File: config.mk
export PLATFORM = sky130hd
export DESIGN_NAME = sync_fifo_param_flat
export DESIGN_NICKNAME = d
export VERILOG_FILES = /design/src/rtl/sync_fifo_param_if.sv /design/src/rtl/sync_fifo_param.sv /design/src/flat_wrapper.sv
export SDC_FILE = /design/constraint.sdc
export NUM_CORES = 1
export LEC_CHECK = 0
export ABC_AREA = 1
export CAP_MARGIN = 5
export CELL_PAD_IN_SITES_DETAIL_PLACEMENT = 1
export CELL_PAD_IN_SITES_GLOBAL_PLACEMENT = 2
export CORE_MARGIN = 4
export CORE_UTILIZATION = 36
export CTS_CLUSTER_SIZE = 28
export DETAILED_ROUTE_END_ITERATION = 10
export PLACE_DENSITY_LB_ADDON = 0.1
export RECOVER_POWER = 50
export SYNTH_ARGS = -nofsm -noshare
export SYNTH_HDL_FRONTEND = slang
export SYNTH_SLANG_ARGS = --single-unit
File: constraint.sdc
create_clock -name clk -period 1.88 [get_ports clk]
set_input_delay 0.282 -clock clk [delete_from_list [all_inputs] [get_ports clk]]
set_output_delay 0.282 -clock clk [all_outputs]
set_load 0.02 [all_outputs]
File: src/rtl/sync_fifo_param_if.sv
// Handshake bundle for sync_fifo_param: write side, read side, flush and status.
// The master drives requests and data; the slave (the FIFO) returns data and flags.
interface sync_fifo_param_if #(
    parameter int DSIZE = 8,
    parameter int ASIZE = 4
) ();
    logic             clr;
    logic             winc;
    logic [DSIZE-1:0] wdata;
    logic             wfull;
    logic             walmost_full;
    logic             rinc;
    logic [DSIZE-1:0] rdata;
    logic             rempty;
    logic             ralmost_empty;
    logic [ASIZE:0]   count;
    logic             overflow;
    logic             underflow;

    modport master (
        output clr, winc, wdata, rinc,
        input  wfull, walmost_full, rdata, rempty, ralmost_empty, count, overflow, underflow
    );

    modport slave (
        input  clr, winc, wdata, rinc,
        output wfull, walmost_full, rdata, rempty, ralmost_empty, count, overflow, underflow
    );
endinterface

File: src/rtl/sync_fifo_param.sv
// Single-clock FIFO with registered flags, fill count, sticky error flags,
// synchronous flush and a selectable first-word-fall-through read port.
module sync_fifo_param #(
    parameter int DSIZE     = 8,
    parameter int ASIZE     = 4,
    parameter int AF_THRESH = (1 << ASIZE) - 2,
    parameter int AE_THRESH = 2,
    parameter bit FWFT      = 1'b0
) (
    input  logic            clk,
    input  logic            rst_n,
    sync_fifo_param_if.slave bus
);
    localparam int             DEPTH   = 1 << ASIZE;
    localparam logic [ASIZE:0] AF_LVL  = AF_THRESH[ASIZE:0];
    localparam logic [ASIZE:0] AE_LVL  = AE_THRESH[ASIZE:0];
    localparam logic [ASIZE:0] PTR_ONE = {{ASIZE{1'b0}}, 1'b1};

    logic [DSIZE-1:0] mem [DEPTH];

    logic [ASIZE:0]   wptr_q, wptr_d;
    logic [ASIZE:0]   rptr_q, rptr_d;
    logic [ASIZE:0]   count_q, count_d;
    logic             wfull_q, wfull_d;
    logic             rempty_q, rempty_d;
    logic             walmost_full_q, walmost_full_d;
    logic             ralmost_empty_q, ralmost_empty_d;
    logic             overflow_q, overflow_d;
    logic             underflow_q, underflow_d;
    logic             wr_en, rd_en;
    logic [ASIZE-1:0] waddr, raddr;

    assign waddr = wptr_q[ASIZE-1:0];
    assign raddr = rptr_q[ASIZE-1:0];

    // Accept decisions use the registered flags, so a full FIFO still takes a
    // read and an empty FIFO still takes a write on a simultaneous request.
    assign wr_en = bus.winc && !wfull_q && !bus.clr;
    assign rd_en = bus.rinc && !rempty_q && !bus.clr;

    always_comb begin
        wptr_d      = wptr_q;
        rptr_d      = rptr_q;
        count_d     = count_q;
        overflow_d  = overflow_q;
        underflow_d = underflow_q;
        if (bus.clr) begin
            wptr_d      = '0;
            rptr_d      = '0;
            count_d     = '0;
            overflow_d  = 1'b0;
            underflow_d = 1'b0;
        end else begin
            if (wr_en) wptr_d = wptr_q + PTR_ONE;
            if (rd_en) rptr_d = rptr_q + PTR_ONE;
            if (wr_en && !rd_en)      count_d = count_q + PTR_ONE;
            else if (rd_en && !wr_en) count_d = count_q - PTR_ONE;
            if (bus.winc && wfull_q)  overflow_d  = 1'b1;
            if (bus.rinc && rempty_q) underflow_d = 1'b1;
        end
        wfull_d         = (wptr_d[ASIZE] != rptr_d[ASIZE]) &&
                          (wptr_d[ASIZE-1:0] == rptr_d[ASIZE-1:0]);
        rempty_d        = (wptr_d == rptr_d);
        walmost_full_d  = (count_d >= AF_LVL);
        ralmost_empty_d = (count_d <= AE_LVL);
    end

    always_ff @(posedge clk or negedge rst_n) begin
        if (!rst_n) begin
            wptr_q          <= '0;
            rptr_q          <= '0;
            count_q         <= '0;
            wfull_q         <= 1'b0;
            rempty_q        <= 1'b1;
            walmost_full_q  <= 1'b0;
            ralmost_empty_q <= 1'b1;
            overflow_q      <= 1'b0;
            underflow_q     <= 1'b0;
        end else begin
            wptr_q          <= wptr_d;
            rptr_q          <= rptr_d;
            count_q         <= count_d;
            wfull_q         <= wfull_d;
            rempty_q        <= rempty_d;
            walmost_full_q  <= walmost_full_d;
            ralmost_empty_q <= ralmost_empty_d;
            overflow_q      <= overflow_d;
            underflow_q     <= underflow_d;
        end
    end

    always_ff @(posedge clk) begin
        if (rst_n && wr_en) mem[waddr] <= bus.wdata;
    end

    generate
        if (FWFT) begin : g_fwft
            // Head word is driven straight from the array; forced to 0 while empty.
            assign bus.rdata = rempty_q ? '0 : mem[raddr];
        end else begin : g_std
            logic [DSIZE-1:0] rdata_q, rdata_d;

            always_comb begin
                rdata_d = rdata_q;
                if (rd_en) rdata_d = mem[raddr];
            end

            always_ff @(posedge clk or negedge rst_n) begin
                if (!rst_n) rdata_q <= '0;
                else        rdata_q <= rdata_d;
            end

            assign bus.rdata = rdata_q;
        end
    endgenerate

    assign bus.count         = count_q;
    assign bus.wfull         = wfull_q;
    assign bus.rempty        = rempty_q;
    assign bus.walmost_full  = walmost_full_q;
    assign bus.ralmost_empty = ralmost_empty_q;
    assign bus.overflow      = overflow_q;
    assign bus.underflow     = underflow_q;
endmodule

File: src/flat_wrapper.sv
// flat-port wrapper written by rule: the top's interface ports become plain ports
module sync_fifo_param_flat 
#(
    parameter int DSIZE     = 8,
    parameter int ASIZE     = 4,
    parameter int AF_THRESH = (1 << ASIZE) - 2,
    parameter int AE_THRESH = 2,
    parameter bit FWFT      = 1'b0
)
  (clk, rst_n, bus_clr, bus_winc, bus_wdata, bus_rinc, bus_wfull, bus_walmost_full, bus_rdata, bus_rempty, bus_ralmost_empty, bus_count, bus_overflow, bus_underflow);
  sync_fifo_param_if #(.DSIZE(DSIZE), .ASIZE(ASIZE)) bus_i ();
  input  logic clk;
  input  logic rst_n;
  input wire logic [$bits(bus_i.clr)-1:0] bus_clr;
  input wire logic [$bits(bus_i.winc)-1:0] bus_winc;
  input wire logic [$bits(bus_i.wdata)-1:0] bus_wdata;
  input wire logic [$bits(bus_i.rinc)-1:0] bus_rinc;
  output wire logic [$bits(bus_i.wfull)-1:0] bus_wfull;
  output wire logic [$bits(bus_i.walmost_full)-1:0] bus_walmost_full;
  output wire logic [$bits(bus_i.rdata)-1:0] bus_rdata;
  output wire logic [$bits(bus_i.rempty)-1:0] bus_rempty;
  output wire logic [$bits(bus_i.ralmost_empty)-1:0] bus_ralmost_empty;
  output wire logic [$bits(bus_i.count)-1:0] bus_count;
  output wire logic [$bits(bus_i.overflow)-1:0] bus_overflow;
  output wire logic [$bits(bus_i.underflow)-1:0] bus_underflow;
  assign bus_i.clr = bus_clr;
  assign bus_i.winc = bus_winc;
  assign bus_i.wdata = bus_wdata;
  assign bus_i.rinc = bus_rinc;
  assign bus_wfull = bus_i.wfull;
  assign bus_walmost_full = bus_i.walmost_full;
  assign bus_rdata = bus_i.rdata;
  assign bus_rempty = bus_i.rempty;
  assign bus_ralmost_empty = bus_i.ralmost_empty;
  assign bus_count = bus_i.count;
  assign bus_overflow = bus_i.overflow;
  assign bus_underflow = bus_i.underflow;
  sync_fifo_param #(.DSIZE(DSIZE), .ASIZE(ASIZE), .AF_THRESH(AF_THRESH), .AE_THRESH(AE_THRESH), .FWFT(FWFT)) u_core (.clk(clk), .rst_n(rst_n), .bus(bus_i));
endmodule
[Word level (Yosys, flattened, before mapping)]
Memories as Yosys holds them, arrays and structs flattened. A register that Yosys moved wholly into a read port is not among the register bits.
Index checks and enable logic that the tools add are counted.
Operators by class
  add/subtract/negate cells: 4
  multiply operators: 0
  divide/modulo/power cells: 0
  order comparisons: 2
  equality and inequality tests: 3
  shift operators: 0
  muxes and demuxes: 13
  bitwise operators: 0
  reductions and logical operators: 18
Operator list (number)
  5-bit 2-to-1 mux: 7
  5-bit by 1-bit adder with 5-bit output (second input constant): 3
  1-bit logical AND: 10
  1-bit logical NOT: 6
  1-bit 2-to-1 mux: 6
  5-bit equality test: 1
  5-bit by 4-bit greater-or-equal comparator with 1-bit output (second input constant): 1
  5-bit by 2-bit <= comparator with 1-bit output (second input constant): 1
  5-bit by 1-bit subtractor with 5-bit output (second input constant): 1
  4-bit equality test: 1
  2-bit nonzero test: 2
  1-bit inequality test: 1
Storage, ports and cells
  flip-flop bits (word level): 21
  latch bits: 0
  memory bits (writable): 128
  memory bits (read-only): 0
  input bits: 13
  output and inout port bits: 19
  word-level logic and storage cells: 50
  memories: 1
Memories
  u_core.mem: depth 16, bits a word 8, read ports 1, clocked after memory_dff 1, write ports 1, line sync_fifo_param.sv:19  | logic [DSIZE-1:0] mem [DEPTH];

[Longest topological paths before layout]
Gate-level depths: netlist of the first run.
  depth after elaboration: 9
  mapped depth: 13
  depth with buffers taken out: 13

[Worst setup path after synthesis of the first run]
Ideal clock, no wire load.
  path type: register to register
  from: register u_core.wfull_q (netlist: u_core.bus.wfull)
  to: memory u_core.mem[15][0] (enable)
  setup time: 0.383 ns
  data arrival time: 1.519 ns
  required time: 1.497 ns
  path slack: -0.022 ns
  cell stages (with the launch flop): 6
  path buffers: 0
  period minus slack after synthesis: 1.902 ns
  cells stage by stage: dfrtp_1 inv_1 nand3_4 inv_2 nand2_1 nor3_1
On the way
  word-level cells in the longest chain between the ends: 6
RTL lines
  start, declared: line sync_fifo_param.sv:24  | logic wfull_q, wfull_d;
  start signal, assigned: line sync_fifo_param.sv:83  | wfull_q <= wfull_d;
  1-bit logical NOT: line sync_fifo_param.sv:38  | assign wr_en = bus.winc && !wfull_q && !bus.clr;
  1-bit logical AND (2 in series): line sync_fifo_param.sv:38
  1-bit logical AND: line sync_fifo_param.sv:93  | if (rst_n && wr_en) mem[waddr] <= bus.wdata;
  1-bit 2-to-1 mux: line sync_fifo_param.sv:93
  1-bit 2-to-1 mux (implied by the code): line sync_fifo_param.sv:93
  end, declared: line sync_fifo_param.sv:19
Every way passes these cells.

[Worst setup path after layout of the first run]
  from: register u_core.ralmost_empty_q (netlist: u_core.bus.ralmost_empty)
  to: output bus_ralmost_empty
RTL lines
  start, declared: line sync_fifo_param.sv:27  | logic ralmost_empty_q, ralmost_empty_d;
  start signal, assigned: line sync_fifo_param.sv:86  | ralmost_empty_q <= ralmost_empty_d;
  end, declared: line flat_wrapper.sv:22  | output wire logic [$bits(bus_i.ralmost_empty)-1:0] bus_ralmost_empty;
No word-level cell between the ends.

==> metrics.md, run 1 <==
| Metric | Value |
|---|---|
| DP Worst Slack | -144.6 ps |
| Buffers on Ports | 31 |
| PD cells | 1091 mW/mm2 |
| Startpoint Class | register |
| Crit-path cells | clkdlybuf4s50_1 |
| Clock skew | 9.431 ps |
| Flops & latches, synth | 157 |
| Syn avg cell area | 10.70 um2 |
| Clock root buffer | clkbuf_16 |
| Post-synth EDFFs | 128 |
| Synth Area in Compound Gates | 8.861% |
| Routed wire length | 19.76 mm |
| DP Area | 0.007774 mm2 |
| Antenna diodes | 0 |
| Critical Path RT | 1600 ps |
| Sequential share of the synthesized area | 66.35% |
| Fmax | 549.0 MHz |
| Postcts setup bufs | 0 |
| Core box area | 0.01877 mm2 |
| Post-Synth XOR/XNOR Area | 0.2542% |
| Vias | 4,883 |
| Hold path start | u_core.bus.rdata[4]$_DFFE_PN0N_ |
| Die width | 146.3 um |
| Routed len/inst | 20.41 um |
| Count of different cell masters after synthesis | 32 |
| Layout filler cell count | 2,071 |
| Synth Area in Adders | 1.271% |
| Crit end category | output pin |
| DR DRC count | 0 |
| Commonest non-fill, non-tap cell in the layout | nand2_1 |
| Kind of cell adding the most delay to the critical path | buffers and inverters |
| Hold WS | 487.3 ps |
| Layout cells sized above 1 | 14.71% |
| R2r startpoint | u_core.rptr_q[0]$_DFF_PN0_ |
| Area grow syn2layout | 21.68% |
| Top FF cell, synth | edfxtp_1 |
| CTS tree | yes |
| Cts repair resizes | 3 |
| Yosys Warn Count | 0 |
| Finish-stage setup viols | 0 |
| Cell Rows | 50 |
| Pwr Total | 0.009147 W |
| Sw Share | 26.47% |
| Die area | 0.02142 mm2 |
| Clock Latency Late Sink | 420 ps |
| Final Cell Area | 0.008384 mm2 |
| Final HPWL DP | 13.80 mm |
| Vias in the first global route | 5,242 |
| Initial core utilization | 36.71% |
| Clk buf depth | 2 |
| Hold buffers post-CTS | 0 |
| Mux share of post-synthesis cell area | 0% |
| WP buf/inv | 1 |
| Post-Synth Simple-Gate Area | 18.94% |
| Max cap viols | 0 |
| Sequential share of power | 44.0% |
| Post-Syn Nets | 664 |
| Largest family of logic cells by synthesized area | simple AND/OR/NAND/NOR gates |
| Logic pwr share | 16.5% |
| Slew Viols, Final | 0 |
| Worst-Margin Slew | 1061 ps |
| GPL Wtd Cong | 0.7879 |
| Most frequent cells in the layout | nand2_1 (173), edfxtp_1 (128), nor2_1 (73) |
| Internal | 0.006726 W |
| Post-Synthesis Cells | 644 |
| Arrival time at the worst endpoint | 1540 ps |
| Largest net degree at the start of global routing | 52 |
| Sw power | 0.002421 W |
| Final net count | 741 |
| Critical path class | reg -> out |
| Synthesized area | 0.006890 mm2 |
| CP startpoint | u_core.bus.ralmost_empty$_DFF_PN1_ |
| Period utilisation layout | 96.90% |
| Grt total ovfl | 0 |
| Worst path max stage delay | 600 ps |
| Initial antenna violation count | 0 |
| Worst VDD drop | 0.6515 mV |
| Gr usage total | 18.96% |
| Clock slew at reported path FFs | 60 ps |
| Slew headroom | 29.27% |
| CP max FO | 1 |
| Post-route ant nets | 0 |
| Io pins | 32 |
| Min cycle time layout | 1822 ps |
| Initial DRT Pass Iterations | 4 |
| H-tree Lvls | 4 |
| Clock share of power | 39.4% |
| Vias/cell | 5.044 |
| Hold Crit Class | reg -> reg |
| Final setup margin | 58.35 ps |
| Slowest cell on crit path | clkdlybuf4s50_1 |
| Clock sink count | 157 |
| Post-Route Setup TNS | 0 ps |
| First-pass GRT wire length | 30.85 mm |
| Hold Vio Cnt, Final | 0 |
| CTS Buf Count | 17 |
| Starting DRT DRC Count | 267 |
| Leak | 3.353 nW |
| Chip Height | 146.3 um |
| Status | completed |
| Ys async rst share | 18.47% |
[worst paths after layout]
| path | slack [ps] | endpoint | cells after the start |
|---|---|---|---|
| worst max-delay path | 60 | bus_ralmost_empty | 1 |
| worst max register to register | 150 | u_core.bus.rdata[3]$_DFFE_PN0N_ | 8 |
| min in group asynchronous | 670 | u_core.bus.rdata[4]$_DFFE_PN0N_ | 2 |
| max in group asynchronous | 670 | u_core.rptr_q[0]$_DFF_PN0_ | 2 |
| worst min register to register | 490 | u_core.bus.rdata[4]$_DFFE_PN0N_ | 2 |
| worst min-delay path | 490 | u_core.bus.rdata[4]$_DFFE_PN0N_ | 2 |
[area by class of cell]
class                      instances  area (um2)  share of cell area [%]
timing repair buffer              86       725.7                   8.655
tap                              234       292.8                   3.492
multi-input combinational        422        2034                   24.27
clock inverter                    11       167.7                   2.000
inverter                          37       138.9                   1.656
clock buffer                      21       450.4                   5.372
sequential                       157        4574                   54.56
[registers in the layout (all words and copies together) (netlist names)]
| name | flops |
|---|---|
| u_core.bus.count | 5 |
| u_core.bus.overflow | 1 |
| u_core.bus.ralmost_empty | 1 |
| u_core.bus.rdata | 8 |
| u_core.bus.rempty | 1 |
| u_core.bus.underflow | 1 |
| u_core.bus.walmost_full | 1 |
| u_core.bus.wfull | 1 |
| u_core.mem | 128 |
| u_core.rptr_q | 5 |
| u_core.wptr_q | 5 |
[kinds of logic (layout without fill, tap and decap cells)]
group,count (synthesis),after routing
AOI/OAI and AO/OA,109,109
xor gates and xnor gates,2,2
adders and majority gates,7,7
buffers and inverters,65,155
DFF,157,157
and+or+nand+nor,304,304
[stage by stage]
step	util (%)	std cells
CTS	44.71	968
global route	44.67	968
floorplan	-	644
global placement	41.42	936
finish	44.67	968
detailed placement	41.42	936
[metal layers]
layer | vias to the layer above | track usage [%] | wire length, um
met2 | 69 | 31.77 | 9945
met1 | 2440 | 25.64 | 9127
met5 | - | 0 | 0
li1 | 2361 | - | -
met3 | 13 | 3.569 | 524
met4 | 0 | 4.610 | 163
[cells in the mapped netlist, types with 2 or more instances]
library cell	number	area share [%]
nand4_1	6	0.54
clkbuf_1	9	0.49
nor3_1	5	0.36
inv_1	29	1.6
nand3_1	29	2.1
nor2_4	2	0.33
o22ai_1	16	1.5
o21ai_1	4	0.29
dfrtp_1	27	9.8
dfstp_2	2	0.76
nor2_1	77	4.2
a21oi_1	23	1.7
a21boi_0	17	1.9
buf_4	4	0.44
inv_2	8	0.44
edfxtp_1	128	56
buf_2	10	0.73
nand3_2	6	0.87
nor3_2	2	0.29
xor2_1	2	0.25
o21ai_0	48	3.5
ha_1	7	1.3
nand2_1	173	9.4
buf_6	2	0.33
[power by group through the flow]
stage	clock [W]	combinational, W	sequential, W
final	0.00361	0.00151	0.00403
after floorplan	0	0.000682	0.00421
after global placement	0	0.00153	0.00410
after CTS	0.00371	0.00155	0.00403
after detailed placement	0	0.00154	0.00410
after global routing	0.00386	0.00167	0.00405
[worst register-to-register path: stages, from the launching register on]
cell and delay (ps):
dfrtp_2 470, inv_2 110, buf_12 230, a21boi_0 140
o21ai_0 320, nor2_1 70, nand2_1 80, nand3_1 160
nand2_1 90
Note: power is estimated with default switching activity, not from simulation.
==> inputs of run 2 (changes only) <==
--- a/config.mk
+++ b/config.mk
@@ -9,7 +9,6 @@
 export CAP_MARGIN = 5
 export CELL_PAD_IN_SITES_DETAIL_PLACEMENT = 1
 export CELL_PAD_IN_SITES_GLOBAL_PLACEMENT = 2
-export CORE_MARGIN = 4
 export CORE_UTILIZATION = 36
 export CTS_CLUSTER_SIZE = 28
 export DETAILED_ROUTE_END_ITERATION = 10
==> run 2 against run 1 <==
Against the previous run:
- core utilization hardly changed
- final area is 0.36% lower
- flip-flop and latch count unchanged
- hold slack got worse by 9.7 ps
- sequential power barely moved
- via count barely moved
- global-route usage is 1.8 points higher
==> metrics.md, run 2 (synthesized netlist as in run 1, its figures left out) <==
| Metric | Value |
|---|---|
| Cts repair resizes | 2 |
| Area occupied by multi-input gates | 0.002021 mm2 |
| CTS Buf Count | 17 |
| Slew Viols, Final | 0 |
| Gr usage total | 20.75% |
| Status | completed |
| Final net count | 737 |
| DP Worst Slack | -160.5 ps |
| R2r startpoint | u_core.bus.wfull$_DFF_PN0_ |
| Starting DRT DRC Count | 203 |
| Arrival time at the worst endpoint | 1530 ps |
| CTS tree | yes |
| Layout filler cell count | 2,054 |
| Finish-stage setup viols | 0 |
| Postcts setup bufs | 0 |
| Routed len/inst | 19.93 um |
| Clock Latency Late Sink | 420 ps |
| Post-route ant nets | 0 |
| Hold path start | u_core.bus.rdata[1]$_DFFE_PN0N_ |
| Crit-path cells | clkdlybuf4s50_1 |
| Hold Crit Class | reg -> reg |
| Grt total ovfl | 0 |
| Sw Share | 26.63% |
| Hold EP | u_core.bus.rdata[1]$_DFFE_PN0N_ |
| Vias | 4,880 |
| Initial DRT Pass Iterations | 4 |
| First-pass GRT wire length | 29.89 mm |
| Sequential share of power | 44.6% |
| PD cells | 1083 mW/mm2 |
| Reg2Reg Depth | 8 |
| Largest net degree at the start of global routing | 34 |
| FF-to-FF End | u_core.mem[5][6]$_DFFE_PP_ |
| Clock share of power | 39.0% |
| Kind of cell adding the most delay to the critical path | buffers and inverters |
| H-tree Lvls | 4 |
| Hold buffers post-CTS | 0 |
| CP max FO | 1 |
| Vias/cell | 5.062 |
| Final HPWL DP | 13.28 mm |
| Die area | 0.01970 mm2 |
| Buffers on Ports | 31 |
| Internal | 0.006640 W |
| Critical path class | reg -> out |
| Most frequent cells in the layout | nand2_1 (173), edfxtp_1 (128), nor2_1 (77) |
| Layout cells sized above 1 | 13.97% |
| Slew headroom | 32.37% |
| Vias in the first global route | 5,220 |
| Slowest cell on crit path | clkdlybuf4s50_1 |
| CP startpoint | u_core.bus.ralmost_empty$_DFF_PN1_ |
| Die width | 140.3 um |
| Initial antenna violation count | 0 |
| Max reg flops | 128 |
| FF/Latch Area | 0.004577 mm2 |
| GPL Wtd Cong | 0.7734 |
| Worst VDD drop | 0.6394 mV |
| Clock root buffer | clkbuf_16 |
| Max cap viols | 0 |
| Register with the most flip-flops | u_core.mem |
| Final setup margin | 65.81 ps |
| Worst-Margin Slew | 1014 ps |
| Crit end category | output pin |
| Core box area | 0.01871 mm2 |
| Clock slew at reported path FFs | 60 ps |
| Worst Hold Path Cells | 2 |
| Commonest non-fill, non-tap cell in the layout | nand2_1 |
| Sw power | 0.002409 W |
| Clock sink count | 157 |
| Final Util | 44.66% |
| Hold Vio Cnt, Final | 0 |
| Worst path depth | 1 |
| Antenna diodes | 0 |
| Worst path max stage delay | 600 ps |
| Critical Path RT | 1600 ps |
| Startpoint Class | register |
| Cell Rows | 50 |
| Io pins | 32 |
| R2R Setup Slk | 110 ps |
| Leak | 3.316 nW |
| Period utilisation layout | 96.50% |
| Fmax | 551.2 MHz |
| Unrepaired setup endpoints after global routing | yes |
| WP buf/inv | 1 |
| Logic pwr share | 16.4% |
| Clk buf depth | 2 |
| Min cycle time layout | 1814 ps |
| DR DRC count | 0 |
| Clock skew | 11.14 ps |
| Routed wire length | 19.21 mm |
| Initial core utilization | 36.84% |
| Area grow syn2layout | 21.25% |
| Chip Height | 140.3 um |
==> run 2: cell count changes in the layout (fill, tap and decap cells not counted), sizes merged <==
cell / previous run / this run
buf: 47 / 43
bufinv: 4 / 1
clkbuf: 29 / 34
clkdlybuf4s50: 18 / 19
clkinv: 4 / 2
dlygate4sd2: 2 / 1
dlygate4sd3: 9 / 10
dlymetal6s2s: 2 / 1
==> run 2: worst max path at each step <==
stage,to,slack [ps]
final,bus_ralmost_empty,70
after global routing,u_core.bus.rdata[4]$_DFFE_PN0N_,-10
after CTS,bus_ralmost_empty,30
after detailed placement,u_core.bus.ralmost_empty$_DFF_PN1_,-160
after global placement,u_core.bus.ralmost_empty$_DFF_PN1_,-100
after floorplan,u_core.mem[15][0]$_DFFE_PP_,-20
==> run 2: power by group through the flow <==
stage          logic [W]  registers, W  clock network, W
2_1_floorplan   0.000682       0.00421                 0
4_1_cts          0.00153       0.00403           0.00361
5_1_grt          0.00164       0.00405           0.00373
3_3_place_gp     0.00150       0.00409                 0
3_5_place_dp     0.00153       0.00410                 0
6_report         0.00148       0.00403           0.00353
==> run 2: area by class of cell <==
| class | count | area share [%] |
|---|---|---|
| inverters | 37 | 1.662 |
| repair buffers | 82 | 8.417 |
| well taps | 234 | 3.505 |
| flip-flops and latches | 157 | 54.79 |
| multi-input cells | 422 | 24.19 |
| clock buffers | 26 | 6.620 |
| clock inverters | 6 | 0.8237 |
==> run 2: metrics by stage <==
step / setup TNS [ps] / total power, W / hold WS (ps) / std cells / instance area [um2]
finish: 0 / 0.009049 / 477.6 / 964 / 8354
global route: -29.78 / 0.009414 / 499.4 / 964 / 8354
CTS: 0 / 0.009175 / 457.3 / 964 / 8378
detailed placement: -9428 / 0.005632 / 464.2 / 932 / 7756
global placement: -5910 / 0.005597 / 463.9 / 932 / 7756
floorplan: -704.6 / 0.004896 / -13.59 / 644 / 6890
==> run 2: per-layer routing <==
| metal | up-vias | track usage (%) | wire length, um |
|---|---|---|---|
| li1 | 2362 | - | - |
| met1 | 2421 | 25.17 | 8482 |
| met2 | 75 | 37.37 | 9881 |
| met3 | 22 | 3.761 | 561 |
| met4 | 0 | 6.246 | 284 |
| met5 | - | 0 | 0 |
==> inputs of run 3 (changes only) <==
--- a/config.mk
+++ b/config.mk
@@ -17,3 +17,4 @@
 export SYNTH_ARGS = -nofsm -noshare
 export SYNTH_HDL_FRONTEND = slang
 export SYNTH_SLANG_ARGS = --single-unit
+export TNS_END_PERCENT = 1
==> results of run 3 <==
Same layout as run 2: the final DEF is identical, and so are final timing and power.
==> RTL change: new RTL, config.mk and constraints of run 3 <==
`FWFT` is set to 1'b0 in 2 places; all go to 1'b1.
--- a/src/rtl/sync_fifo_param.sv
+++ b/src/rtl/sync_fifo_param.sv
@@ -6,5 +6,5 @@
     parameter int AF_THRESH = (1 << ASIZE) - 2,
     parameter int AE_THRESH = 2,
-    parameter bit FWFT      = 1'b0
+    parameter bit FWFT      = 1'b1
 ) (
     input  logic            clk,
--- a/src/flat_wrapper.sv
+++ b/src/flat_wrapper.sv
@@ -6,5 +6,5 @@
     parameter int AF_THRESH = (1 << ASIZE) - 2,
     parameter int AE_THRESH = 2,
-    parameter bit FWFT      = 1'b0
+    parameter bit FWFT      = 1'b1
 )
   (clk, rst_n, bus_clr, bus_winc, bus_wdata, bus_rinc, bus_wfull, bus_walmost_full, bus_rdata, bus_rempty, bus_ralmost_empty, bus_count, bus_overflow, bus_underflow);
Check against the original RTL: not equivalent (a bounded check fails within 4 cycles, from zero or initial values and one cycle with rst_n low).
==> RTL change against run 3 <==
The run now ends with negative setup slack left; via count down 2.5%; clock power down 10%; sequential share of layout area down 2.5 points; first-iteration DRC count up 28%; wire length down 4.3%; final area about the same; sequential power down 7.4%; area after synthesis down 4.6%; sequential cell count down 8; total power down 6.7%; worst setup slack worse by 0.52 ns; global-route usage up 0.25 points.
==> RTL change: results (changes against run 3) <==
status=finished with violations (was finished clean); failing checks=negative setup slack; syn_nets=620 (was 664); post-route setup slack=-0.450 ns (was 0.0658 ns); post-synthesis sequential area ratio=0.665 (was 0.664); DRT Pass-1 Iters=4 (unchanged); post-synthesis cell type count=31 (was 32); worst endpoint data arrival time=2.05 ns (was 1.53 ns); DPL Wire Length=12300 um (was 13300 um); share of cells above drive strength 1=0.213 (was 0.140); CTS Buffer Depth=2 (unchanged); R2R depth=12 (was 8); clock buffer count from CTS=17 (unchanged); CTS H-tree lvls=4 (unchanged); global-route wire length before repair=28300 um (was 29900 um); Final setup viols=8 (was 0); worst hold start=u_core.bus.underflow (was u_core.bus.rdata[1]); R2R Setup Slk=0.09 ns (was 0.11 ns); worst hold margin=0.519 ns (was 0.478 ns); headroom to the max-slew limit=0.133 (was 0.324); most common library cells after synthesis=edfxtp_1 (128), nor2_1 (121), nand2_1 (67) (was nand2_1 (173), edfxtp_1 (128), nor2_1 (77)); largest net degree at the start of global routing=22 (was 34); vias in the first global route=4991 (was 5220); reg2reg end=u_core.bus.wfull (was u_core.mem[5][6]); Final #Nets=708 (was 737); Placed Area=0.00764 mm^2 (was 0.00776 mm^2); Routed WL=18400 um (was 19200 um); routed vias=4758 (was 4880); Post-synth ARST share=0.141 (was 0.185); top post-synthesis cells by area=edfxtp_1 (58%), dfrtp_1 (7.2%), nor2_1 (6.9%) (was edfxtp_1 (56%), dfrtp_1 (9.8%), nand2_1 (9.4%)); Worst Hold Path EP=u_core.bus.underflow (was u_core.bus.rdata[1]); Final Skew=0.0112 ns (was 0.0111 ns); Switch Pwr=2.25 mW (was 2.41 mW); GR Util All Layers=0.210 (was 0.207); placer congestion estimate=0.782 (was 0.773); CP max FO=12 (was 1); Leakage=3.16 nW (was 3.32 nW); Starting DRT DRC Count=259 (was 203)
-- RTL change: cell count changes after synthesis, moves of 14 or more --
cell	before	now
nand2_1	173	67
a21boi_0	17	0
o21ai_0	48	62
nor2_1	77	121
o211ai_1	0	32
o22ai_1	16	0
-- RTL change: layer usage --
layer	vias to the layer above	GRT usage	wire [um]
met1	2395	0.254	7860
li1	2273	-	-
met2	69	0.370	9590
met3	21	0.0363	581
met4	0	0.0812	349
met5	-	0	0
-- RTL change: repair_timing --
item | in CTS | in global routing
pin swaps | 8 | 13
cloned | 3 | 0
buffers inserted | 3 | 0
gates resized for setup | 58 | 27
endpoints found under the setup margin | 12 | 25
-- RTL change: critical path: stages, from the launching register on --
cell      delay, ns
dfrtp_2        0.49
buf_12         0.20
buf_12         0.14
nor2_1         0.05
nor2_1         0.08
o21ai_0        0.10
o211ai_1       0.10
nand3_1        0.13
a21oi_2        0.19
buf_6          0.14
-- RTL change: cell type report --
type                       count  area, um^2
clock buffer                  24         504
clock inverter                 8        45.0
fill                        1938        9540
inverter                      37         149
multi-input combinational    383        1940
sequential                   149        4380
tap                          229         287
timing repair buffer         100        1060
-- RTL change: kinds of logic (layout without fill, tap and decap cells) --
| kind of cell | after synthesis | count (layout) | synth area share |
|---|---|---|---|
| AND/OR/NAND/NOR | 250 | 250 | 0.163 |
| buffers and inverters | 68 | 169 | 0.0487 |
| adder cells (fa/ha/maj) | 7 | 7 | 0.0133 |
| flip-flops | 149 | 149 | 0.665 |
| AO/OA/AOI/OAI | 123 | 123 | 0.106 |
| XOR/XNOR | 3 | 3 | 0.00400 |
-- RTL change: power by group through the flow --
| stage | combinational [mW] | clock, mW | sequential, mW |
|---|---|---|---|
| floorplan | 0.731 | 0 | 3.79 |
| finish | 1.55 | 3.16 | 3.73 |
| global placement | 1.40 | 0 | 3.79 |
| detailed placement | 1.43 | 0 | 3.80 |
| CTS | 1.55 | 3.22 | 3.74 |
| global route | 1.69 | 3.35 | 3.74 |
-- RTL change: worst max path at each step --
stage / start / end / slack, ns / cells after the start
after CTS: u_core.rptr_q[0] / bus_rdata[6] / -0.50 / 9
final: u_core.rptr_q[0] / bus_rdata[5] / -0.45 / 9
after detailed placement: u_core.rptr_q[1] / bus_rdata[5] / -0.51 / 6
after floorplan: u_core.bus.wfull / u_core.mem[11][0] / -0.07 / 5
after global placement: u_core.rptr_q[1] / bus_rdata[5] / -0.49 / 6
after global routing: u_core.rptr_q[0] / bus_rdata[5] / -0.56 / 9
-- RTL change: metrics by stage --
stage / std cells / worst slack, ns / setup TNS (ns)
after detailed placement: 893 / -0.515 / -20.94
after global placement: 893 / -0.492 / -17.47
after CTS: 931 / -0.504 / -4.07
after global routing: 930 / -0.564 / -4.61
final: 930 / -0.450 / -3.29
after floorplan: 600 / -0.0686 / -1.69
